<file path="src/rtl/fp16_pkg.sv">
// Shared binary16 definitions for the adder back end: field widths, FSM encoding,
// packed result layout and the field-packing helper reused by the unpack stage.
package fp16_pkg;

  localparam int EXP_W   = 5;
  localparam int FRAC_W  = 10;
  localparam int M_W     = FRAC_W + 2;
  localparam int EXP_MAX = 31;
  localparam int BIAS    = 15;

  typedef enum logic [1:0] {
    IDLE = 2'd0,
    NORM = 2'd1,
    DONE = 2'd2
  } state_t;

  typedef struct packed {
    logic              sign;
    logic [EXP_W-1:0]  expo;
    logic [FRAC_W-1:0] frac;
  } fp16_t;

  function automatic fp16_t pack_fp16(input logic              sign,
                                      input logic [EXP_W-1:0]  expo,
                                      input logic [FRAC_W-1:0] frac);
    fp16_t r;
    r.sign = sign;
    r.expo = expo;
    r.frac = frac;
    return r;
  endfunction

endpackage

</file>
<file path="src/rtl/fp16_normalize_pack.sv">
// Normalizes the adder's 12-bit mantissa sum one shift per cycle and packs binary16 with ovf/unf flags.
// Latency k+2 cycles for k left shifts (max 12); one operation in flight, in_ready73 only in IDLE.
// Result held until out_ready73; FP_NORM_ROUND_EN selects round-to-nearest-even on the carry shift.
module fp16_normalize_pack
  import fp16_pkg::*;
(
  input  logic        clk73,
  input  logic        rst73,
  input  logic        in_valid73,
  output logic        in_ready73,
  input  logic        res_sign73,
  input  logic [11:0] m_sum73,
  input  logic [4:0]  exp_in73,
  output logic        out_valid73,
  input  logic        out_ready73,
  output logic [15:0] result73,
  output logic        overflow73,
  output logic        underflow73
);

  state_t            state, state_nxt;
  logic              sign_q, sign_nxt;
  logic [M_W-1:0]    m_q, m_nxt;
  logic [5:0]        e_q, e_nxt;
  fp16_t             res_q, res_nxt;
  logic              ovf_q, ovf_nxt;
  logic              unf_q, unf_nxt;

  // Carry right-shift candidate: fraction and exponent after the shift (and optional rounding).
  logic [FRAC_W-1:0] frac_c;
  logic [5:0]        e_c;
`ifdef FP_NORM_ROUND_EN
  logic [M_W-1:0]    m_inc;
`endif

  always_comb begin
    frac_c = m_q[FRAC_W:1];
    e_c    = e_q + 6'd1;
`ifdef FP_NORM_ROUND_EN
    // Ties can only round up when the retained LSB is odd, so dropped&lsb is the full RNE rule.
    m_inc = {1'b0, m_q[M_W-1:1]} + {{(M_W-1){1'b0}}, m_q[1] & m_q[0]};
    if (m_inc[M_W-1]) begin
      frac_c = m_inc[FRAC_W:1];
      e_c    = e_q + 6'd2;
    end else begin
      frac_c = m_inc[FRAC_W-1:0];
    end
`endif
  end

  always_ff @(posedge clk73) begin
    if (rst73) begin
      state  <= IDLE;
      sign_q <= 1'b0;
      m_q    <= '0;
      e_q    <= '0;
      res_q  <= '0;
      ovf_q  <= 1'b0;
      unf_q  <= 1'b0;
    end else begin
      state  <= state_nxt;
      sign_q <= sign_nxt;
      m_q    <= m_nxt;
      e_q    <= e_nxt;
      res_q  <= res_nxt;
      ovf_q  <= ovf_nxt;
      unf_q  <= unf_nxt;
    end
  end

  always_comb begin
    state_nxt = state;
    sign_nxt  = sign_q;
    m_nxt     = m_q;
    e_nxt     = e_q;
    res_nxt   = res_q;
    ovf_nxt   = ovf_q;
    unf_nxt   = unf_q;

    case (state)
      IDLE: begin
        if (in_valid73) begin
          sign_nxt  = res_sign73;
          m_nxt     = m_sum73;
          // A zero exponent field behaves as exponent 1 (subnormal scale).
          e_nxt     = (exp_in73 == '0) ? 6'd1 : {1'b0, exp_in73};
          res_nxt   = '0;
          ovf_nxt   = 1'b0;
          unf_nxt   = 1'b0;
          state_nxt = NORM;
        end
      end

      NORM: begin
        state_nxt = DONE;
        if (m_q == '0) begin
          res_nxt = pack_fp16(1'b0, '0, '0);
        end else if (e_q == 6'(EXP_MAX)) begin
          res_nxt = pack_fp16(sign_q, EXP_W'(EXP_MAX), '0);
          ovf_nxt = 1'b1;
        end else if (m_q[M_W-1]) begin
          if (e_c >= 6'(EXP_MAX)) begin
            res_nxt = pack_fp16(sign_q, EXP_W'(EXP_MAX), '0);
            ovf_nxt = 1'b1;
          end else begin
            res_nxt = pack_fp16(sign_q, e_c[EXP_W-1:0], frac_c);
          end
        end else if (m_q[FRAC_W]) begin
          res_nxt = pack_fp16(sign_q, e_q[EXP_W-1:0], m_q[FRAC_W-1:0]);
        end else if (e_q <= 6'd1) begin
          res_nxt = pack_fp16(sign_q, '0, m_q[FRAC_W-1:0]);
          unf_nxt = 1'b1;
        end else begin
          m_nxt     = {m_q[M_W-2:0], 1'b0};
          e_nxt     = e_q - 6'd1;
          state_nxt = NORM;
        end
      end

      DONE: begin
        if (out_ready73) state_nxt = IDLE;
      end

      default: state_nxt = IDLE;
    endcase
  end

  assign in_ready73  = (state == IDLE);
  assign out_valid73 = (state == DONE);
  assign result73    = res_q;
  assign overflow73  = ovf_q;
  assign underflow73 = unf_q;

endmodule

</file>
<file path="config.mk">
export PLATFORM = sky130hd
export DESIGN_NAME = fp16_normalize_pack
export DESIGN_NICKNAME = d
export VERILOG_FILES = /design/src/rtl/fp16_pkg.sv /design/src/rtl/fp16_normalize_pack.sv
export SDC_FILE = /design/constraint.sdc
export NUM_CORES = 1
export LEC_CHECK = 0
export CAP_MARGIN = 30
export CORE_ASPECT_RATIO = 0.8
export CORE_MARGIN = 2
export CORE_UTILIZATION = 51
export CTS_CLUSTER_SIZE = 16
export DETAILED_ROUTE_END_ITERATION = 12
export GPL_ROUTABILITY_DRIVEN = 0
export HOLD_SLACK_MARGIN = 0.03
export PLACE_DENSITY_LB_ADDON = 0.25
export RECOVER_POWER = 50
export SETUP_SLACK_MARGIN = 0.3
export SYNTH_ARGS = -nofsm -noshare
export SYNTH_HDL_FRONTEND = slang
export SYNTH_SLANG_ARGS = --single-unit
</file>
<file path="constraint.sdc">
create_clock -name clk73 -period 2.7 [get_ports clk73]
set_input_delay 0.27 -clock clk73 [delete_from_list [all_inputs] [get_ports clk73]]
set_output_delay 0.27 -clock clk73 [all_outputs]
set_load 0.005 [all_outputs]
</file>
# Word-level counts from Yosys, hierarchy flattened

Index checks and enable logic that the tools add are counted.
W data, S select, Z words.

Output and inout port bits: 20
Bits in registers: 39

Eq/ne operators: 14
Reductions and logical operators: 12
Add/sub/neg operators: 2
Magnitude comparators: 2
Mux-type cells: 43

Operators with widths:

| cell                  | count |
|---|---|
| $mux W16              | 6 |
| $mux W12              | 4 |
| $mux W6               | 6 |
| $pmux W16 S2          | 1 |
| $pmux W12 S2          | 1 |
| $mux W11              | 2 |
| $mux W15              | 1 |
| $mux W2               | 7 |
| $ne A2 B2 Y1 const B  | 7 |
| $reduce_and A7 Y1     | 2 |
| $logic_not A12 Y1     | 1 |
| $pmux W6 S2           | 1 |
| $mux W1               | 10 |
| $reduce_and A5 Y1     | 2 |
| $add A6 B1 Y6 const B | 1 |
| $eq A6 B5 Y1 const B  | 1 |
| $ge A6 B5 Y1 const B  | 1 |
| $le A6 B1 Y1 const B  | 1 |
| $ne A3 B3 Y1 const B  | 2 |
| $ne A6 B6 Y1 const B  | 1 |
| $pmux W2 S3           | 1 |
| $sub A6 B1 Y6 const B | 1 |
| $logic_not A5 Y1      | 1 |
| $mux W5               | 1 |
| other kinds (9)       | 11 |

# Depth between registers and ports, before layout

Gate-level depths: netlist of the first run.

Depth after elaboration: 7
Depth in mapped cells: 9
Depth with buffers taken out: 7

# Least setup slack after synthesis of the first run

OpenSTA, ideal clock, no wires.

Path type: reg2reg
Start: reg e_q[0]
End: reg res_q (netlist bit result73[8])
Data required time: 2.629 ns
Cell stages (with the launch flop): 10
Library setup time: 0.071 ns
Data arrival time: 2.157 ns
Path buffers: 2
Slack: 0.472 ns
Path through: dfxtp_1 -> clkbuf_1 -> inv_1 -> ha_1 -> nor2_1 -> o32ai_1 -> o41ai_4 -> buf_2 -> nand2_1 -> o21ai_1

Longest elaborated chain between the ends: 7

Ends and longest elaborated chain:

| item                     | RTL line                   | source |
|---|---|---|
| start: declaration       | fp16_normalize_pack.sv:24  | `logic [5:0] e_q, e_nxt;` |
| start signal: assignment | fp16_normalize_pack.sv:64  | `e_q <= e_nxt;` |
| $add A6 B1 Y6            | fp16_normalize_pack.sv:38  | `e_c = e_q + 6'd1;` |
| $ge A6 B5 Y1             | fp16_normalize_pack.sv:102 | `if (e_c >= 6'(EXP_MAX)) begin` |
| $mux W15                 | fp16_normalize_pack.sv:102 |  |
| $mux W16                 | fp16_normalize_pack.sv:101 | `end else if (m_q[M_W-1]) begin` |
| $mux W16                 | fp16_normalize_pack.sv:98  | `end else if (e_q == 6'(EXP_MAX)) begin` |
| $mux W16                 | fp16_normalize_pack.sv:96  | `if (m_q == '0) begin` |
| $pmux W16 S2             | fp16_normalize_pack.sv:80  | `case (state)` |
| end signal: assignment   | fp16_normalize_pack.sv:65  | `res_q <= res_nxt;` |
| end: declaration         | fp16_normalize_pack.sv:25  | `fp16_t res_q, res_nxt;` |

Parallel ways exist; a longest one is shown, timed or not.
A chain may end at the register's enable or synchronous reset.

# Worst setup path in the final report of the first run

Start: reg e_q[0]
End: reg e_q[5]

Longest elaborated chain between the ends: 7

Ends and longest elaborated chain:

| item          | RTL line                   | source |
|---|---|---|
| $sub A6 B1 Y6 | fp16_normalize_pack.sv:115 | `e_nxt = e_q - 6'd1;` |
| $mux W6       | fp16_normalize_pack.sv:110 | `end else if (e_q <= 6'd1) begin` |
| $mux W6       | fp16_normalize_pack.sv:108 | `end else if (m_q[FRAC_W]) begin` |
| $mux W6       | fp16_normalize_pack.sv:101 |  |
| $mux W6       | fp16_normalize_pack.sv:98  |  |
| $mux W6       | fp16_normalize_pack.sv:96  |  |
| $pmux W6 S2   | fp16_normalize_pack.sv:80  |  |

Parallel ways exist; a longest one is shown, timed or not. The select of a mux whose other input is x is not followed.

==> results of run 1 <==
metal layers:
| layer | track usage [%] | wire length, um | vias up |
|---|---|---|---|
| li1 | - | - | 1003 |
| met5 | 0 | 0 | - |
| met3 | 6.547 | 372 | 11 |
| met4 | 9.023 | 75 | 0 |
| met2 | 34.91 | 2215 | 88 |
| met1 | 35.83 | 2525 | 937 |
state kept, by name, indices dropped and copies added, names as in the netlist:
signal,count
overflow73,1
state,2
m_q,12
sign_q,1
e_q,6
result73,16
underflow73,1
worst paths after layout:
| kind | from | end | cells past startpoint |
|---|---|---|---|
| worst max register to register | e_q[0] | e_q[5] | 8 |
| worst min-delay path | result73[9] | result73[9] | 2 |
| worst max-delay path | e_q[0] | e_q[5] | 8 |
| worst min register to register | result73[9] | result73[9] | 2 |
cells by family after synthesis:
logic type               after synthesis  share of synthesized area [%]
AO/OA/AOI/OAI                         82                          28.54
XOR/XNOR                               1                         0.4197
adder cells (fa/ha/maj)                4                          2.398
buffers and inverters                 24                          5.096
flip-flops                            39                          37.41
multiplexers                          11                          5.276
AND/OR/NAND/NOR                       88                          20.86
layout make-up:
cell class                      count  area share [%]
Multi-Input combinational cell    186           45.37
Sequential cell                    39           29.56
Timing Repair Buffer               53           18.60
Clock buffer                        5           2.597
Tap cell                           55           2.597
Inverter                            5          0.7082
Clock inverter                      3          0.5666
worst max-delay path, stage by stage (launching register included):
cell and delay, ns:
dfxtp_2 0.42, inv_1 0.14, ha_1 0.29, nor2_1 0.20, clkbuf_1 0.18, o32a_2 0.21
o211ai_1 0.14, or4_1 0.48, a21boi_1 0.14
Yosys cell counts, types with 2 or more instances:
cell type	number
a211oi_1	2
a21oi_1	16
a22o_1	5
a22oi_1	12
a31oi_1	4
a32oi_1	2
and2_1	2
buf_1	2
buf_2	3
buf_4	3
clkbuf_1	10
dfxtp_1	39
ha_1	4
inv_1	5
mux2i_1	11
nand2_1	35
nand2b_1	3
nand3_1	4
nand3b_1	2
nand4_1	2
nor2_1	18
nor2b_1	5
nor3_1	4
nor4_1	5
o21ai_0	9
o21ai_1	10
o21bai_1	3
o31ai_1	2
stage by stage:
stage | instances | setup WS (ns)
3_3_place_gp | 337 | 0.4030
2_1_floorplan | 249 | 0.4719
4_1_cts | 345 | 0.3392
6_report | 346 | 0.4320
3_5_place_dp | 337 | 0.2582
5_1_grt | 346 | 0.2766
where the power goes:
part / leakage [nW] / internal (mW) / switching, mW
clock: 0.0477 / 0.177 / 0.203
combinational: 0.624 / 0.428 / 0.567
sequential: 0.319 / 0.670 / 0.166
layout by cell type, fill, tap and decap left out, drive strengths merged, types with 5 or more instances in the layout:
cell and count:
dfxtp 39, buf 10, nor3 5, nor4 5, nand2 36, dlygate4sd3 20
inv 5, nor2b 5, a22o 5, nor2 18, a21oi 16, clkdlybuf4s50 21
a22oi 12, o21ai 20, mux2i 11, clkbuf 7
what timing repair did:
action / in CTS / in global routing
hold endpoints to repair: 0 / 0
endpoints found under the setup margin: 1 / 12
setup buffers: 0 / 1
resized for setup: 1 / 2
pin swaps: 0 / 1
==> metrics.csv, run 1 <==
stage,metric,value,unit
global_routing,grt_pass1_vias,1731,
layout,drive_above_1_share,11.34,%
layout,fin_area,2650,um2
timing,final.min_clock_period,2.268,ns
route,routed_via_density,5.893,
layout,nNetsFinal,316,
cts,htreeDepth,2,
route,drtAntennaViolNets,0,
global_routing,grt_pass1_wl,8404,um
worst_setup_path,startpoint_type,register,
yosys,avgSynthCellArea,8.382,um2
yosys,ys.warnings.count,0,
yosys,synth_cell_type_count,55,
timing,worstMarginPinSlew,0.8490,ns
yosys,synth_seq_cells,39,
layout,area_growth,26.98,%
worst_setup_path,crit_required,2.93,ns
floorplanning,row_count,20,
power_and_ir_drop,irDropWorstVdd,496.5,uV
yosys,synthArstFlopShare,0,%
timing,rsz0062_at_grt,no,
timing,fin_crit_sh,84.00,%
timing,drv_slew,0,
run,cap_violations,0,
yosys,syn-instance-count,249,
placed_design,portBuffers,41,
floorplanning,io_pins,42,
worst_setup_path,critPathCaptureType,register,
cts,cts_sinks,39,
floorplanning,initial_core_util,54.16,%
yosys,synthTopCellsByArea,"dfxtp_1 37%, nand2_1 6.3%, mux2i_1 5.3%, a22oi_1 4.3%, a21oi_1 3.8%",
layout,multiInputGateArea,1202,um2
layout,utilization,68.77,%
layout,seqCellArea,783.3,um2
cts,cts_hold_buf,0,
timing,relSlewSlack,43.37,%
route,drt_iter0_markers,187,
cts,cts_tree,done,
placed_design,detailed_place_hpwl,3814,um
yosys,synth_ff_type,dfxtp_1,
cts,cts_buffers,5,
yosys,synth.top_cell.area_share,37.41,%
route,post-route-drc-count,0,
placed_design,placed_cell_area,2561,um2
yosys,synth_seq_area_share,37.41,%
timing,fmax,0.4409,GHz
cts,clockBufferDepth,2,
yosys,synth_area,2087,um2
route,num_vias,2039,
power_and_ir_drop,power,2.210,mW
global_routing,antenna_found_initial,0,
floorplanning,die_w,75.52,um
power_and_ir_drop,p_per_area,834.0,nW/um2
hold_path,hold_path_class,reg2reg,
timing,tns,0,ns
yosys,yosysTopAreaCell,dfxtp_1,
route,wl_per_cell,15.00,um
route,drt-total-wl,5189,um
global_routing,grt_remaining_overflow,0,
timing,setup_viol,0,
worst_setup_path,r2r_slack,0.43,ns
global_routing,grt.total_usage,24.58,%
outcome,outcome,"complete, no violations",
cts,clk_pin_slew_worst_paths,0.07,ns
timing,hold_viol_final,0,
global_routing,grt_max_degree,18,
yosys,synth_edf_count,0,
worst_setup_path,worstPathMaxFanout,7,
yosys,syn-num-nets,275,
worst_setup_path,worstPathArrival,2.49,ns
cts,insertion_delay,0.29,ns
power_and_ir_drop,power.leakage,0.9899,nW
layout,n_fill_cell,331,
timing,whs,0.4429,ns
floorplanning,die_h,61.22,um
route,drtPass1Iterations,5,
floorplanning,core-area,3854,um2
layout,antenna_cells,0,
floorplanning,design.die.area,4623,um2
timing,clock_skew,0.007041,ns
worst_setup_path,path_class,reg2reg,
cts,cts_root_buf,clkbuf_8,
No activity file was read; power rests on OpenSTA's default activity.
==> run 2, diff against run 1 <==
--- a/config.mk
+++ b/config.mk
@@ -8,7 +8,7 @@
 export CAP_MARGIN = 30
 export CORE_ASPECT_RATIO = 0.8
 export CORE_MARGIN = 2
-export CORE_UTILIZATION = 51
+export CORE_UTILIZATION = 46
 export CTS_CLUSTER_SIZE = 16
 export DETAILED_ROUTE_END_ITERATION = 12
 export GPL_ROUTABILITY_DRIVEN = 0
==> constraint.sdc (replaced) <==
create_clock -name clk73 -period 1.8 [get_ports clk73]
set_input_delay 0.18 -clock clk73 [delete_from_list [all_inputs] [get_ports clk73]]
set_output_delay 0.18 -clock clk73 [all_outputs]
set_load 0.005 [all_outputs]
==> run 2 against run 1 <==
  * The flow now finishes with violations (negative setup slack)
  * Non-clock buffer count increased by 53
  * Hold slack gained 0.0041 ns
  * Maximum frequency up 18%
  * Final cell count rose by 16%
  * Worst setup slack lost 0.56 ns
  * Sequential share of layout area fell by 5.5 points
  * Combinational power increased to 2.7 times the previous value
  * Clock-buffer cell count unchanged
  * Routed wire length rose by 27%
  * Sequential cell count unchanged
  * Utilization increased by 8.0 points
  * Sequential power is 36% higher
  * Critical path type unchanged
==> metrics.csv, run 2 (synthesized netlist as in run 1, its figures left out) <==
stage,metric,value,unit,change
outcome,outcome,finished with violations,,
outcome,violations,negative setup slack,,
layout,seqCellArea,789.5,um2,+0.80%
route,drtPass1Iterations,5,,unchanged
timing,fin_crit_sh,107.0,%,+23 points
floorplanning,initial_core_util,48.73,%,-5.4 points
timing,relSlewSlack,69.04,%,+26 points
route,wl_per_cell,16.46,um,+9.7%
worst_setup_path,crit_family,simple AND/OR/NAND/NOR gates,,
route,post-route-drc-count,0,,unchanged
layout,finalNonFillerCells,401,,+16%
layout,layout_common_cells,"56 x buf_4, 35 x nand2_1, 34 x dfxtp_1",,
placed_design,portBuffers,41,,unchanged
power_and_ir_drop,internal_power,2.607,mW,+100%
placed_design,placed_cell_area,2985,um2,+17%
worst_setup_path,path_cells,or4_4 -> o32a_4 -> o211ai_4 -> buf_6 -> mux2i_2 -> nor2_1,,
worst_setup_path,r2r_slack,-0.13,ns,-0.56 ns
floorplanning,io_pins,42,,unchanged
timing,clock_skew,0.002879,ns,-0.004161 ns
layout,layout_commonest_cell,buf_4,,
timing,final.min_clock_period,1.926,ns,-0.3419 ns
hold_path,hold_path_class,reg2reg,,
layout,antenna_cells,0,,unchanged
floorplanning,die_w,79.31,um,+5.0%
layout,area_growth,57.55,%,
worst_setup_path,worstPathMaxFanout,5,,-2
power_and_ir_drop,power.leakage,1.270,nW,+28%
timing,rsz0062_at_grt,yes,,
worst_setup_path,critical_path_buf_inv_count,1,,-1
placed_design,placedCellCount,386,,+15%
global_routing,grt.total_usage,26.64,%,+2.1 points
layout,nNetsFinal,369,,+17%
route,drt_iter0_markers,146,,-22%
worst_setup_path,critPathCaptureType,register,,
floorplanning,row_count,21,,+5.0%
power_and_ir_drop,p_per_area,1337,nW/um2,+60%
power_and_ir_drop,switching_share,40.71,%,-1.6 points
route,drtAntennaViolNets,0,,unchanged
cts,insertion_delay,0.29,ns,about the same
run,cap_violations,0,,unchanged
timing,fmax,0.5192,GHz,+18%
cts,cts_sinks,39,,unchanged
route,routed_via_density,5.773,,-2.0%
power_and_ir_drop,p_sw,1.790,mW,+91%
worst_setup_path,critical-path-max-stage-delay,0.55,ns,+0.07 ns
timing,worstMarginPinSlew,0.4601,ns,-0.3889 ns
floorplanning,core-area,4283,um2,+11%
worst_setup_path,crit_required,1.98,ns,-0.95 ns
global_routing,antenna_found_initial,0,,unchanged
timing,setup_viol,35,,+35
power_and_ir_drop,combPwrFrac,60.8,%,+16 points
placed_design,detailed_place_hpwl,4553,um,+19%
floorplanning,design.die.area,5095,um2,+10%
cts,clk_pin_slew_worst_paths,0.08,ns,about the same
timing,drv_slew,0,,unchanged
timing,whs,0.4470,ns,+0.004150 ns
cts,cts_buffers,5,,unchanged
layout,fin_area,3288,um2,+24%
worst_setup_path,worstPathArrival,2.10,ns,-0.39 ns
timing,hold_viol_final,0,,unchanged
cts,htreeDepth,2,,unchanged
route,drt-total-wl,6599,um,+27%
floorplanning,die_h,64.25,um,+4.9%
power_and_ir_drop,irDropWorstVdd,922.8,uV,+86%
cts,cts_hold_buf,0,,unchanged
layout,drive_above_1_share,35.47,%,+24 points
cts,clockBufferDepth,2,,unchanged
global_routing,grt_pass1_vias,2165,,+25%
route,num_vias,2315,,+14%
power_and_ir_drop,seq_power_share,26.0,%,-12 points
global_routing,grt_max_degree,21,,+3
power_and_ir_drop,power_frac_clock,13.2,%,-4.0 points
worst_setup_path,startpoint_type,register,,
layout,n_fill_cell,278,,-16%
global_routing,grt_pass1_wl,10620,um,+26%
placed_design,place_ws,-0.1729,ns,-0.4311 ns
layout,largest_reg_flops,16,,unchanged
cts,cts_root_buf,clkbuf_8,,
worst_setup_path,cp_slowest_cell,or4_4,,
cts,cts_tree,done,,
layout,multiInputGateArea,1381,um2,+15%
global_routing,grt_remaining_overflow,0,,unchanged
timing,setup_slack,-0.1261,ns,-0.5581 ns
worst_setup_path,path_class,reg2reg,,
==> run 2: cell count changes in the layout (fill, tap and decap cells not counted), moves of 6 or more <==
cell,change
a22oi_1,-8
a22oi_2,+8
buf_4,+46
buf_6,+8
clkdlybuf4s50_1,+6
dlygate4sd3_1,-8
==> run 2: power by group through the flow <==
stage | Clock (mW) | Combinational [mW] | Sequential, mW
final | 0.579 | 2.67 | 1.14
after global routing | 0.633 | 2.85 | 1.16
after CTS | 0.589 | 2.50 | 1.13
after detailed placement | 0 | 2.25 | 1.14
after global placement | 0 | 2.19 | 1.13
after floorplan | 0 | 1.38 | 1.12
==> run 2: worst reg2reg max path: cells and delay by family, from the launching register on <==
kind,cells,cell delay (ns)
buf+inv,1,0.17
compound gates,2,0.50
flops,1,0.34
mux,1,0.20
simple gates,2,0.60
==> run 2: routing by layer <==
metal | GRT usage (%) | up-vias | share of wire (%)
met5 | 0 | - | 0
met4 | 3.879 | 0 | 1.0
met3 | 5.367 | 12 | 7.6
met2 | 41.95 | 115 | 45
met1 | 38.48 | 1085 | 46
li1 | - | 1103 | -
==> run 2: cell type report <==
cell class	count	share of cell area, %
clock buffers	5	2.093
inverters	5	0.5708
clock inverters	3	0.6088
multi-input cells	186	42.01
flip-flops and latches	39	24.01
repair buffers	106	28.54
well taps	57	2.169
==> run 2: path summary, 6_finish.rpt <==
check                endpoint  depth (start not counted)         from
setup reg to reg       e_q[1]                          6       e_q[2]
hold / removal    result73[8]                          2  result73[8]
hold reg to reg   result73[8]                          2  result73[8]
setup / recovery       e_q[1]                          6       e_q[2]
==> run 2: metrics by stage <==
step	util [%]	power (mW)	TNS, ns
2_1_floorplan	-	2.497	-1.305
3_3_place_gp	69.70	3.325	-1.616
3_5_place_dp	69.70	3.389	-2.663
4_1_cts	75.46	4.219	-2.170
5_1_grt	76.77	4.641	-4.975
6_report	76.77	4.397	-2.816
==> run 2: repair_timing <==
action,4_1_cts,5_1_grt
buffers inserted,3,2
gates resized for setup,37,10
cloned,2,0
setup endpoints to repair,39,37
pin swaps,10,7
==> run 3, diff against run 2 <==
--- a/config.mk
+++ b/config.mk
@@ -5,10 +5,10 @@
 export SDC_FILE = /design/constraint.sdc
 export NUM_CORES = 1
 export LEC_CHECK = 0
+export ABC_CLOCK_PERIOD_IN_PS = 2100
 export CAP_MARGIN = 30
 export CORE_ASPECT_RATIO = 0.8
-export CORE_MARGIN = 2
-export CORE_UTILIZATION = 46
+export CORE_UTILIZATION = 51
 export CTS_CLUSTER_SIZE = 16
 export DETAILED_ROUTE_END_ITERATION = 12
 export GPL_ROUTABILITY_DRIVEN = 0
==> constraint.sdc (replaced) <==
create_clock -name clk73 -period 2.1 [get_ports clk73]
set_input_delay 0.21 -clock clk73 [delete_from_list [all_inputs] [get_ports clk73]]
set_output_delay 0.21 -clock clk73 [all_outputs]
set_load 0.005 [all_outputs]
==> run 3 against run 2 <==
  * The flow now finishes without violations
  * Maximum frequency down 3.9%
  * Clock skew up 0.0013 ns
  * Register-to-register slack better by 0.22 ns
  * Sequential share of layout area up 1.6 points
  * Final cell count down 8.0%
  * Die area down 15%
  * Combinational power down 22%
  * Global-route usage up 3.7 points
  * Sequential cell count unchanged
  * Critical endpoint unchanged
  * Non-clock buffer count down 30
  * Total power down 16%
==> metrics.csv, run 3 (synthesized netlist as in run 1, its figures left out) <==
stage,metric,value,unit,change
cts,cts_sinks,39,,unchanged
route,wl_met2,2754,um,-7.9%
global_routing,grt.total_usage,30.34,%,+3.7 points
floorplanning,core-area,3854,um2,-10%
cts,clk_pin_slew_worst_paths,0.07,ns,about the same
timing,tns,0,ns,+2.816 ns
worst_setup_path,worstPathArrival,2.19,ns,+0.09 ns
run,cap_violations,0,,unchanged
worst_setup_path,r2r_slack,0.1,ns,+0.22 ns
global_routing,grt_pass1_wl,9811,um,-7.6%
route,wl_met1,2770,um,-8.8%
route,wl_met3,523,um,+4.8%
worst_setup_path,startpoint_type,register,,
route,drtPass1Iterations,5,,unchanged
layout,nNetsFinal,339,,-8.1%
floorplanning,design.die.area,4353,um2,-15%
timing,fin_crit_sh,95.45,%,-12 points
layout,antenna_cells,0,,unchanged
timing,hold_viol_final,0,,unchanged
timing,worstMarginPinSlew,0.8745,ns,+0.4145 ns
route,drtAntennaViolNets,0,,unchanged
worst_setup_path,critical-path-max-stage-delay,0.58,ns,+0.03 ns
timing,final.min_clock_period,2.004,ns,+0.07839 ns
layout,largest_reg_flops,16,,unchanged
worst_setup_path,critPathCaptureType,register,,
cts,cts_hold_buf,0,,unchanged
outcome,outcome,"complete, no violations",,
route,drt_iter0_markers,243,,+66%
timing,setup_viol,0,,-100%
timing,clock_skew,0.004134,ns,+0.001254 ns
worst_setup_path,worstPathMaxFanout,7,,+2
global_routing,grt_remaining_overflow,0,,unchanged
floorplanning,initial_core_util,54.16,%,+5.4 points
worst_setup_path,rr_startpoint,e_q[2],,
worst_setup_path,path_class,reg2reg,,
worst_setup_path,critPathCapture,e_q[1],,
placed_design,detailed_place_hpwl,3931,um,-14%
route,wl_per_cell,16.78,um,+2.0%
layout,layout_common_cells,"35 x nand2_1, 34 x dfxtp_1, 25 x buf_4",,
timing,relSlewSlack,41.66,%,-27 points
worst_setup_path,reg2reg_depth,7,,+1
worst_setup_path,rr_endpoint,e_q[1],,
worst_setup_path,cp_slowest_cell,or4_1,,
timing,drv_slew,0,,unchanged
hold_path,hold_path_class,reg2reg,,
cts,cts_buffers,5,,unchanged
worst_setup_path,crit_required,2.28,ns,+0.30 ns
worst_setup_path,critPathLaunch,e_q[2],,
route,drt-total-wl,6192,um,-6.2%
global_routing,grt_pass1_vias,1964,,-9.3%
cts,cts_tree,done,,
placed_design,portBuffers,41,,unchanged
cts,insertion_delay,0.29,ns,about the same
worst_setup_path,path_cells,or4_1 -> o32a_4 -> buf_12 -> o211ai_4 -> buf_6 -> mux2i_1 -> nor2_1,,
floorplanning,die_w,73.52,um,-7.3%
power_and_ir_drop,power.leakage,1.160,nW,-8.6%
layout,layout_commonest_cell,nand2_1,,
global_routing,grt_max_degree,21,,unchanged
floorplanning,die_h,59.22,um,-7.8%
route,highest_layer,met4,,
cts,htreeDepth,2,,unchanged
floorplanning,io_pins,42,,unchanged
layout,utilization,80.68,%,+3.9 points
power_and_ir_drop,irDropWorstVdd,869.9,uV,-5.7%
timing,rsz0062_at_grt,yes,,
layout,drive_above_1_share,26.75,%,-8.7 points
global_routing,antenna_found_initial,0,,unchanged
route,routed_via_density,6.070,,+5.2%
timing,fmax,0.4989,GHz,-3.9%
floorplanning,row_count,20,,-4.8%
route,post-route-drc-count,0,,unchanged
cts,cts_root_buf,clkbuf_8,,
power_and_ir_drop,p_per_area,1188,nW/um2,-11%
layout,area_growth,48.98,%,
route,num_vias,2240,,-3.2%
cts,clockBufferDepth,2,,unchanged
==> run 3: cell types whose count changed in the layout (fill, tap and decap cells not counted), sizes merged, moves of 2 or more <==
cell / previous run / this run
buf: 65 / 35
clkbuf: 5 / 7
clkdlybuf4s50: 27 / 21
dlygate4sd2: 2 / 0
dlygate4sd3: 12 / 20
==> run 3: stage by stage <==
stage	hold WS, ns	power, mW	setup slack, ns	cells	instance area (um2)
final	0.4416	3.695	0.09555	369	3109
after global routing	0.4632	3.891	0.05248	369	3109
after CTS	0.4504	3.453	0.1616	364	2983
after detailed placement	0.4414	2.567	0.03808	350	2714
after global placement	0.4351	2.533	0.1071	350	2714
after floorplan	0.3460	2.108	0.1689	249	2165
==> run 3: report_power, final <==
group,switching (mW),internal (mW)
Sequential,0.172,0.874
Combinational,1.08,1.01
Clock,0.257,0.299
Total,1.51,2.18
==> run 3: worst min path at each step <==
stage / from / end / slack [ns] / depth (start not counted)
2_1_floorplan: res_sign73 / sign_q / 0.35 / 2
3_3_place_gp: result73[9] / result73[9] / 0.44 / 2
3_5_place_dp: result73[4] / result73[4] / 0.44 / 2
4_1_cts: result73[4] / result73[4] / 0.45 / 2
5_1_grt: result73[3] / result73[3] / 0.46 / 2
6_report: result73[8] / result73[8] / 0.44 / 2
==> run 3: final cells by class <==
type / count / area (um2)
repair buffers: 76 / 713.2
clock inverters: 1 / 7.507
inverters: 5 / 18.77
well taps: 55 / 68.82
flip-flops and latches: 39 / 797.0
fillers: 261 / 744.5
clock buffers: 7 / 96.34
multi-input cells: 186 / 1408
==> run 3: layer usage <==
metal	vias to the layer above	track usage [%]
li1	1041	-
met1	1060	44.50
met2	118	42.20
met3	21	9.014
met4	0	9.890
met5	-	0
==> run 3: critical path, delay by kind of cell, from the launching register on <==
kind	cells	cell delay, ns
multiplexers	1	0.18
buffers and inverters	2	0.31
AO/OA/AOI/OAI	2	0.44
AND/OR/NAND/NOR	2	0.63
flip-flops	1	0.34
==> run 3: timing repair <==
action | CTS | global route
setup buffers | 5 | 5
setup endpoints to repair | 34 | 37
pin swaps | 9 | 14
gates cloned | 1 | 0
gates resized for setup | 27 | 21
